<file path="config.mk">
export PLATFORM = sky130hd
export DESIGN_NAME = mag_controller
export DESIGN_NICKNAME = d
export VERILOG_FILES = /design/src/rtl/mag_pkg.sv /design/src/rtl/tick_prescaler.sv /design/src/rtl/mag_controller.sv
export SDC_FILE = /design/constraint.sdc
export NUM_CORES = 1
export LEC_CHECK = 0
export BUFFER_PORTS_ARGS = -buffer_cell sky130_fd_sc_hd__buf_2
export CORE_MARGIN = 2
export CORE_UTILIZATION = 45
export DETAILED_ROUTE_END_ITERATION = 16
export SYNTH_ARGS = -nofsm -noshare
export SYNTH_HDL_FRONTEND = slang
export SYNTH_SLANG_ARGS = --single-unit
</file>
<file path="constraint.sdc">
create_clock -name clk -period 2.41 [get_ports clk]
set_input_delay 0.1205 -clock clk [delete_from_list [all_inputs] [get_ports clk]]
set_output_delay 0.1205 -clock clk [all_outputs]
set_load 0.1 [all_outputs]
</file>
<file path="src/rtl/mag_pkg.sv">
// rtl/mag_pkg.sv - shared types and defaults for the magnetron cook sequencer
// Contents:
//   mag_state_t   : cook-cycle state (IDLE, COOKING, PAUSED, DONE)
//   TICK_DIV_DEF  : default clock cycles per one-second tick
//   TIME_W_DEF    : default width of the seconds countdown
package mag_pkg;

  typedef enum logic [1:0] {
    IDLE    = 2'd0,
    COOKING = 2'd1,
    PAUSED  = 2'd2,
    DONE    = 2'd3
  } mag_state_t;

  localparam int TICK_DIV_DEF = 100_000_000;
  localparam int TIME_W_DEF   = 12;

endpackage

</file>
<file path="src/rtl/tick_prescaler.sv">
// rtl/tick_prescaler.sv - one-second tick prescaler for the cook countdown
// Ports:
//   clk, rst_n : clock, asynchronous active-low reset
//   en         : advance the count this cycle
//   clr        : zero the count (overrides en)
//   tick       : high when the count sits at TICK_DIV-1 and en is high
module tick_prescaler
  import mag_pkg::*;
#(
  parameter int TICK_DIV = TICK_DIV_DEF
) (
  input  logic clk,
  input  logic rst_n,
  input  logic en,
  input  logic clr,
  output logic tick
);

  localparam int              CW   = $clog2(TICK_DIV);
  localparam logic [CW-1:0]   LAST = CW'(TICK_DIV - 1);

  logic [CW-1:0] count;

  assign tick = en && (count == LAST);

  // With en low the count simply holds, which is what lets a paused
  // cook resume mid-second without losing or gaining cycles.
  always_ff @(posedge clk or negedge rst_n) begin
    if (!rst_n) begin
      count <= '0;
    end else if (clr) begin
      count <= '0;
    end else if (en) begin
      count <= (count == LAST) ? '0 : count + 1'b1;
    end
  end

endmodule

</file>
<file path="src/rtl/mag_controller.sv">
// rtl/mag_controller.sv - magnetron cook-cycle sequencer driving the latch S/R inputs
// Ports:
//   clk, rst_n   : clock, asynchronous active-low reset
//   load/time_in : write cook time (seconds) into the countdown
//   start        : begin or resume cooking
//   clear        : abort and zero the countdown
//   door_closed  : synchronised door switch, 1 = closed
//   S, R         : one-cycle latch set / reset pulses (never both high)
//   mag_on       : high while cooking
//   remaining    : current countdown value
//   done         : one-cycle pulse when the countdown expires
module mag_controller
  import mag_pkg::*;
#(
  parameter int TICK_DIV = TICK_DIV_DEF,
  parameter int TIME_W   = TIME_W_DEF
) (
  input  logic              clk,
  input  logic              rst_n,
  input  logic              load,
  input  logic [TIME_W-1:0] time_in,
  input  logic              start,
  input  logic              clear,
  input  logic              door_closed,
  output logic              S,
  output logic              R,
  output logic              mag_on,
  output logic [TIME_W-1:0] remaining,
  output logic              done
);

  mag_state_t        state, state_nx;
  logic [TIME_W-1:0] rem_nx;
  logic              s_nx, r_nx, done_nx;
  logic              pre_en, pre_clr, tick;

  // The prescaler only advances while genuinely cooking this cycle; a
  // door-open or clear edge must not consume a prescaler step.
  assign pre_en  = (state == COOKING) && door_closed && !clear;
  // Outside COOKING/PAUSED the count is meaningless, so holding it at zero
  // there guarantees every fresh start begins a full second.
  assign pre_clr = clear || (state == IDLE) || (state == DONE);

  tick_prescaler #(.TICK_DIV(TICK_DIV)) u_prescaler (
    .clk   (clk),
    .rst_n (rst_n),
    .en    (pre_en),
    .clr   (pre_clr),
    .tick  (tick)
  );

  always_comb begin
    state_nx = state;
    rem_nx   = remaining;
    s_nx     = 1'b0;
    r_nx     = 1'b0;
    done_nx  = 1'b0;
    case (state)
      IDLE, DONE: begin
        state_nx = IDLE;
        if (clear) begin
          rem_nx = '0;
        end else if (load) begin
          rem_nx = time_in;
        end else if (start && door_closed && (remaining != '0)) begin
          state_nx = COOKING;
          s_nx     = 1'b1;
        end
      end
      COOKING: begin
        if (clear) begin
          state_nx = IDLE;
          rem_nx   = '0;
          r_nx     = 1'b1;
        end else if (!door_closed) begin
          state_nx = PAUSED;
          r_nx     = 1'b1;
        end else if (tick) begin
          // Saturating decrement: the last second ends the cook.
          if (remaining <= TIME_W'(1)) begin
            rem_nx   = '0;
            state_nx = DONE;
            r_nx     = 1'b1;
            done_nx  = 1'b1;
          end else begin
            rem_nx = remaining - 1'b1;
          end
        end
      end
      PAUSED: begin
        if (clear) begin
          state_nx = IDLE;
          rem_nx   = '0;
        end else if (start && door_closed) begin
          state_nx = COOKING;
          s_nx     = 1'b1;
        end
      end
      default: state_nx = IDLE;
    endcase
  end

  always_ff @(posedge clk or negedge rst_n) begin
    if (!rst_n) begin
      state     <= IDLE;
      remaining <= '0;
      S         <= 1'b0;
      R         <= 1'b1;
      mag_on    <= 1'b0;
      done      <= 1'b0;
    end else begin
      state     <= state_nx;
      remaining <= rem_nx;
      S         <= s_nx;
      R         <= r_nx;
      mag_on    <= (state_nx == COOKING);
      done      <= done_nx;
    end
  end

endmodule

</file>
## After elaboration in Yosys (flattened, before gate mapping)

Index checks and enable logic that the tools add are counted.

| word-level totals | value |
|---|---|
| logic and storage cells | 67 |
| bits in registers | 45 |
| input bits | 18 |

| operators by class | value |
|---|---|
| reduce and logical (&&, ||, !) cells | 13 |
| mux-type cells | 35 |
| add/subtract/negate cells | 2 |
| equality and inequality tests | 9 |
| order comparisons | 1 |

Operators by type and width:

| kind | count |
|---|---|
| $mux W12 | 7 |
| $mux W27 | 3 |
| $pmux W12 S3 | 1 |
| $add A27 B1 Y27 const B | 1 |
| $eq A27 B27 Y1 const B | 1 |
| $mux W1 | 16 |
| $le A12 B1 Y1 const B | 1 |
| $mux W2 | 6 |
| $reduce_bool A12 Y1 | 1 |
| $sub A12 B1 Y12 const B | 1 |
| $ne A3 B3 Y1 const B | 3 |
| $pmux W2 S3 | 1 |
| $logic_and A1 B1 Y1 | 5 |
| $eq A2 B1 Y1 const B | 2 |
| $eq A2 B2 Y1 const B | 2 |
| $reduce_and A4 Y1 | 1 |
| $logic_not A2 Y1 | 1 |
| $logic_or A1 B1 Y1 | 2 |
| $ne A2 B2 Y1 const B | 1 |
| $pmux W1 S2 | 1 |
| $reduce_bool A2 Y1 | 1 |
| $reduce_or A2 Y1 | 1 |
| $logic_not A1 Y1 | 1 |

## Depth between registers and ports, before layout

| logic depth | value |
|---|---|
| depth in word-level cells | 9 |
| mapped depth | 9 |
| depth with buffers taken out | 7 |

## Modules after synthesis

From an unflattened synthesis, not the netlist that was laid out.

| unflattened totals | value |
|---|---|
| cell total of the unflattened synthesis | 334 |
| area total of the unflattened synthesis | 2916.5 um^2 |

By module, submodules not included:

| module | instances | area an instance (um^2) | cells each |
|---|---|---|---|
| tick_prescaler | 1 | 1551.5 | 174 |
| mag_controller | 1 | 1365.1 | 160 |

## Worst setup path before layout

Ideal clock, no wire load.

| timing path | value |
|---|---|
| path kind | reg2reg |
| start | register remaining[0] |
| end | register remaining[3] |
| clock period less this slack | 2616 ps |
| library setup time | 83 ps |
| data required time | 2327 ps |
| path buffers | 1 |
| arrival time | 2533 ps |
| slack | -206 ps |
| stages on the path, launching flop included | 8 |
| cell sequence | dfrtp_1 > inv_1 > ha_1 > o2111a_1 > a21oi_2 > clkbuf_1 > a22oi_1 > o22ai_1 |

| on the way | value |
|---|---|
| word-level cells in the longest chain between the ends | 6 |

RTL lines:

| item | RTL line | text |
|---|---|---|
| start, declared | mag_controller.sv:28 | `output logic [TIME_W-1:0] remaining,` |
| start signal, assigned | mag_controller.sv:113 | `remaining <= rem_nx;` |
| $sub A12 B1 Y12 or $le A12 B1 Y1 (tied branches) | mag_controller.sv:86, mag_controller.sv:80 |  |
| $mux W12 * | mag_controller.sv:80 | `if (remaining <= TIME_W'(1)) begin` |
| $mux W12 * | mag_controller.sv:78 | `end else if (tick) begin` |
| $mux W12 * | mag_controller.sv:75 | `end else if (!door_closed) begin` |
| $mux W12 * | mag_controller.sv:71 | `if (clear) begin` |
| $pmux W12 S3 * | mag_controller.sv:58 | `case (state)` |

Mark *: on every way between the ends. The rest lies on a longest branch, timed or not. The select of a mux whose other input is x is not followed.
A chain may end at the register's enable or synchronous reset.

## Worst setup path in the final report

| timing path | value |
|---|---|
| start | register state[0] |
| end | register remaining[2] |

| on the way | value |
|---|---|
| word-level cells in the longest chain between the ends | 6 |

RTL lines:

| item | RTL line | text |
|---|---|---|
| start, declared | mag_controller.sv:32 | `mag_state_t state, state_nx;` |
| start signal, assigned | mag_controller.sv:112 | `state <= state_nx;` |
| $eq A2 B1 Y1 | mag_controller.sv:39, mag_controller.sv:58 |  |
| $logic_and A1 B1 Y1 (2 in series) | mag_controller.sv:39 | `assign pre_en = (state == COOKING) && door_closed && !clear;` |
| $logic_and A1 B1 Y1 | tick_prescaler.sv:24 | `assign tick = en && (count == LAST);` |
| $ne A3 B3 Y1 (no source line) | - |  |
| $reduce_and A4 Y1 (no source line) | - |  |

Parallel ways exist; a longest one is shown, timed or not.

==> impl_results.md <==
* Post-synthesis instance area at 2820 sq um
* Leakage Power at 1.32 nW
* Synth async-reset ratio at 100%
* Largest net degree at the start of global routing at 24
* Number of cell instances on the worst register-to-register path at 6
* Final Skew at 4.05 ps
* Buffer cell driving the clock tree root: clkbuf_8
* Unrepaired setup endpoints after global routing: no
* Number of flip-flops and latches in the synthesized netlist at 45
* I/O pin total at 34
* Largest buffer count on any clock path at 2
* Critical path launch point type: flip-flop
* Via-to-Cell Ratio at 5.78
* Residual DRC count at 0
* Cells along the critical path: inv_1 -> ha_1 -> nor2_1 -> and2_1 -> a21oi_1 -> o31ai_1
* Via count of the first global-routing pass at 2297
* Post-detailed-route wirelength per cell at 16.0 um
* Area of the core at 5990 sq um
* Final critical delay including setup and external delays at 2150 ps
* Worst hold-check path type: in -> reg
* Critical Path Sink: remaining[2]
* Total routing resource utilization after global routing at 20.6%
* Flop pwr share at 30.4%
* Beginning of the critical path: state[0]
* Sw Pwr at 1.66 mW
* Timing-limited maximum frequency at 464 MHz
* CTS buffer count at 5
* CP required at 2620 ps
* Fraction of final layout cells with drive strength greater than 1 at 20.2%
* Cells after Synth at 308
* Cell Pwr Density at 986 nW/um^2
* Endpoint kind of the worst setup timing path: flip-flop
* Fraction of power spent switching nets at 52.2%
* Worst voltage drop across the vdd grid at 0.770 mV
* Netlist cell types at 60
* Detailed Route Iter0 Violations at 129
* GR Overflow Total at 0
* Combinational Power Share at 54.1%
* Count of maximum capacitance violations at 0
* Critical path depth in cells at 6
* Setup slack of the most critical reg-to-reg path at 260 ps
* I/O Buffers at 33
* Clock transition at path regs at 80 ps
* Arrival time of data at the critical path endpoint at 2360 ps
* Launch point of the worst reg-to-reg path: state[0]
* TritonCTS Sinks at 45
* Synthesized net count at 334
* Number of enable-type register cells in the synthesized netlist at 0
* H-tree levels at 2
* Final hold vios at 0
* Placed wire-length estimate at 4.97 mm
* Cell internal pwr at 1.52 mW
* Post-synthesis average cell area at 9.14 sq um
* Share of the cycle needed by the critical path after routing at 89.3%
* Crit path kind: reg -> reg
* Chip height at 83.1 um
* CTS tree: yes
* Count of filler cells inserted in the layout at 558
* Run status: completed
* Number of antenna violations at the first check in global routing at 0
* Setup violations, final at 0
* Setup TNS at 0 ps
* Storage element area at 1130 sq um
* Total number of vias at 2469
* Worst slew margin relative to its limit at 49.2%
* WP buf/inv at 1
* Primary flip-flop cell chosen by synthesis mapping: dfrtp_1
* Gpl congestion at 0.845
* Max-slew violation count at 0
* Post-layout total power at 3.18 mW
* Drt pass-1 iters at 4
* Clock latency of the later-clocked register in the worst-skew pair at 300 ps
* Number of diodes added for antenna fixing at 0
* Row count at 28
* Worst-Margin Slew at 759 ps
* Critical Path Fanout Max at 10
* Biggest cell delay along the critical path at 620 ps
* Master of the slowest instance on the critical path: nor2_1
* Die X at 83.1 um
* Warnings, synthesis at 0
* First-pass GRT wire length at 11.7 mm
* Clk network pwr share at 15.5%
* Initial standard-cell utilization of the core at 47.0%
* Final nets at 377
* Residual antenna-violating net count after detailed routing at 0
* Synthesis-to-finish area growth at 14.6%
* Capturing point of the worst reg2reg path: remaining[2]
* Wire length after detailed routing at 6.84 mm
* Sequential fraction of the synthesis area at 40.0%
* Multi-input gate area in the final layout at 1560 sq um
* Crit path max-delay family: simple AND/OR/NAND/NOR gates
* Die ar. at 6900 sq um
[placed cells by master (no fill, tap or decap), drive strengths merged, types with 5 or more instances in the layout]
master / instances
dfrtp: 44
buf: 48
a21oi: 14
inv: 17
xor2: 12
ha: 8
a211oi: 9
nand3: 12
nor3: 8
nor4: 7
nand4: 14
or3: 5
a31oi: 9
o21ai: 7
clkbuf: 8
nor2: 36
a22oi: 6
nand2: 22
o22ai: 9
[worst min-delay path by stage]
| stage | start | cells past startpoint | end | slack, ps |
|---|---|---|---|---|
| 6_report | time_in[1] | 3 | remaining[1] | 120 |
| 5_1_grt | time_in[4] | 3 | remaining[4] | 120 |
| 4_1_cts | time_in[1] | 3 | remaining[1] | 100 |
| 3_5_place_dp | rst_n | 2 | u_prescaler.count[22] | 130 |
| 3_3_place_gp | rst_n | 2 | u_prescaler.count[22] | 130 |
| 2_1_floorplan | rst_n | 0 | S | -180 |
[cell families after synthesis]
kind of cell / share of synthesized area (%)
adders and majority gates: 3.56
AOI/OAI and AO/OA: 20.2
muxes: 1.11
and+or+nand+nor: 25.6
DFF: 40.0
xor gates and xnor gates: 4.98
buffers and inverters: 4.49
[worst register-to-register path, cell delays in order, from the launching register on]
cell and delay [ps]:
dfrtp_1 430, inv_1 100, ha_1 420, nor2_1 620, and2_1 250, a21oi_1 50, o31ai_1 190
[layout make-up]
class,count,area share [%]
Timing Repair Buffer,49,8.92
Inverter,17,1.98
Clock buffer,8,2.79
Sequential cell,45,35.0
Tap cell,75,2.91
Multi-Input combinational cell,233,48.4
[what timing repair did]
| action | 4_1_cts | 5_1_grt |
|---|---|---|
| buffers inserted | 0 | 0 |
| gates resized for setup | 0 | 1 |
| endpoints found under the setup margin | 0 | 10 |
| endpoints found under the hold margin | 44 | 0 |
| hold buffers | 1 | 0 |
[routing by layer]
| metal | vias up | wire [um] | share of wire [%] | global-route usage, % |
|---|---|---|---|---|
| li1 | 1231 | - | - | - |
| met1 | 1184 | 3600 | 53 | 32.4 |
| met2 | 50 | 2950 | 43 | 29.6 |
| met3 | 4 | 248 | 3.6 | 3.48 |
| met4 | 0 | 44 | 0.64 | 3.87 |
| met5 | - | 0 | 0 | 0 |
[sequential cells by signal, indices dropped and copies added (netlist names)]
register,flops
u_prescaler.count,27
mag_on,1
S,1
remaining,12
done,1
R,1
state,2
[cell usage after synthesis (3+ instances only)]
cell type  number  share of area, %
nand2_1        22               2.9
nor2_1         35               4.7
nand3_1        12               2.1
and3_1          4              0.89
a32oi_1         4               1.2
o22ai_1         9               2.0
a211oi_1        9               2.4
nor4_1          4              0.89
xnor2_1         4               1.2
a31oi_1         9               2.0
or3_1           5               1.1
xor2_1         12               3.7
ha_1            8               3.6
a21oi_1        13               2.3
o31ai_1         4               1.1
and2_1          3              0.67
a22oi_1         6               1.6
dfrtp_1        44                39
inv_1          17               2.3
nor3_1          7               1.2
nand4_1        14               3.1
nand2b_1        3              0.67
o21ai_0         5              0.89
clkbuf_1        9               1.2
[power by group through the flow]
stage | clock, mW | combinational [mW] | sequential (mW)
floorplan | 0 | 0.661 | 1.62
global placement | 0 | 1.71 | 0.980
detailed placement | 0 | 1.71 | 0.978
CTS | 0.512 | 1.72 | 0.965
global route | 0.538 | 1.85 | 0.984
finish | 0.492 | 1.72 | 0.968
[per-stage QoR]
stage	utilization (%)	area, sq um	setup slack, ps	cells	hold WS (ps)
global placement	52.2	3130	226	418	128
global route	53.9	3230	26.7	427	116
floorplan	-	2820	7.80	308	-175
detailed placement	52.2	3130	146	418	132
CTS	53.9	3230	124	427	98.7
finish	53.9	3230	257	427	119
Power figures use the tool's default switching activity.
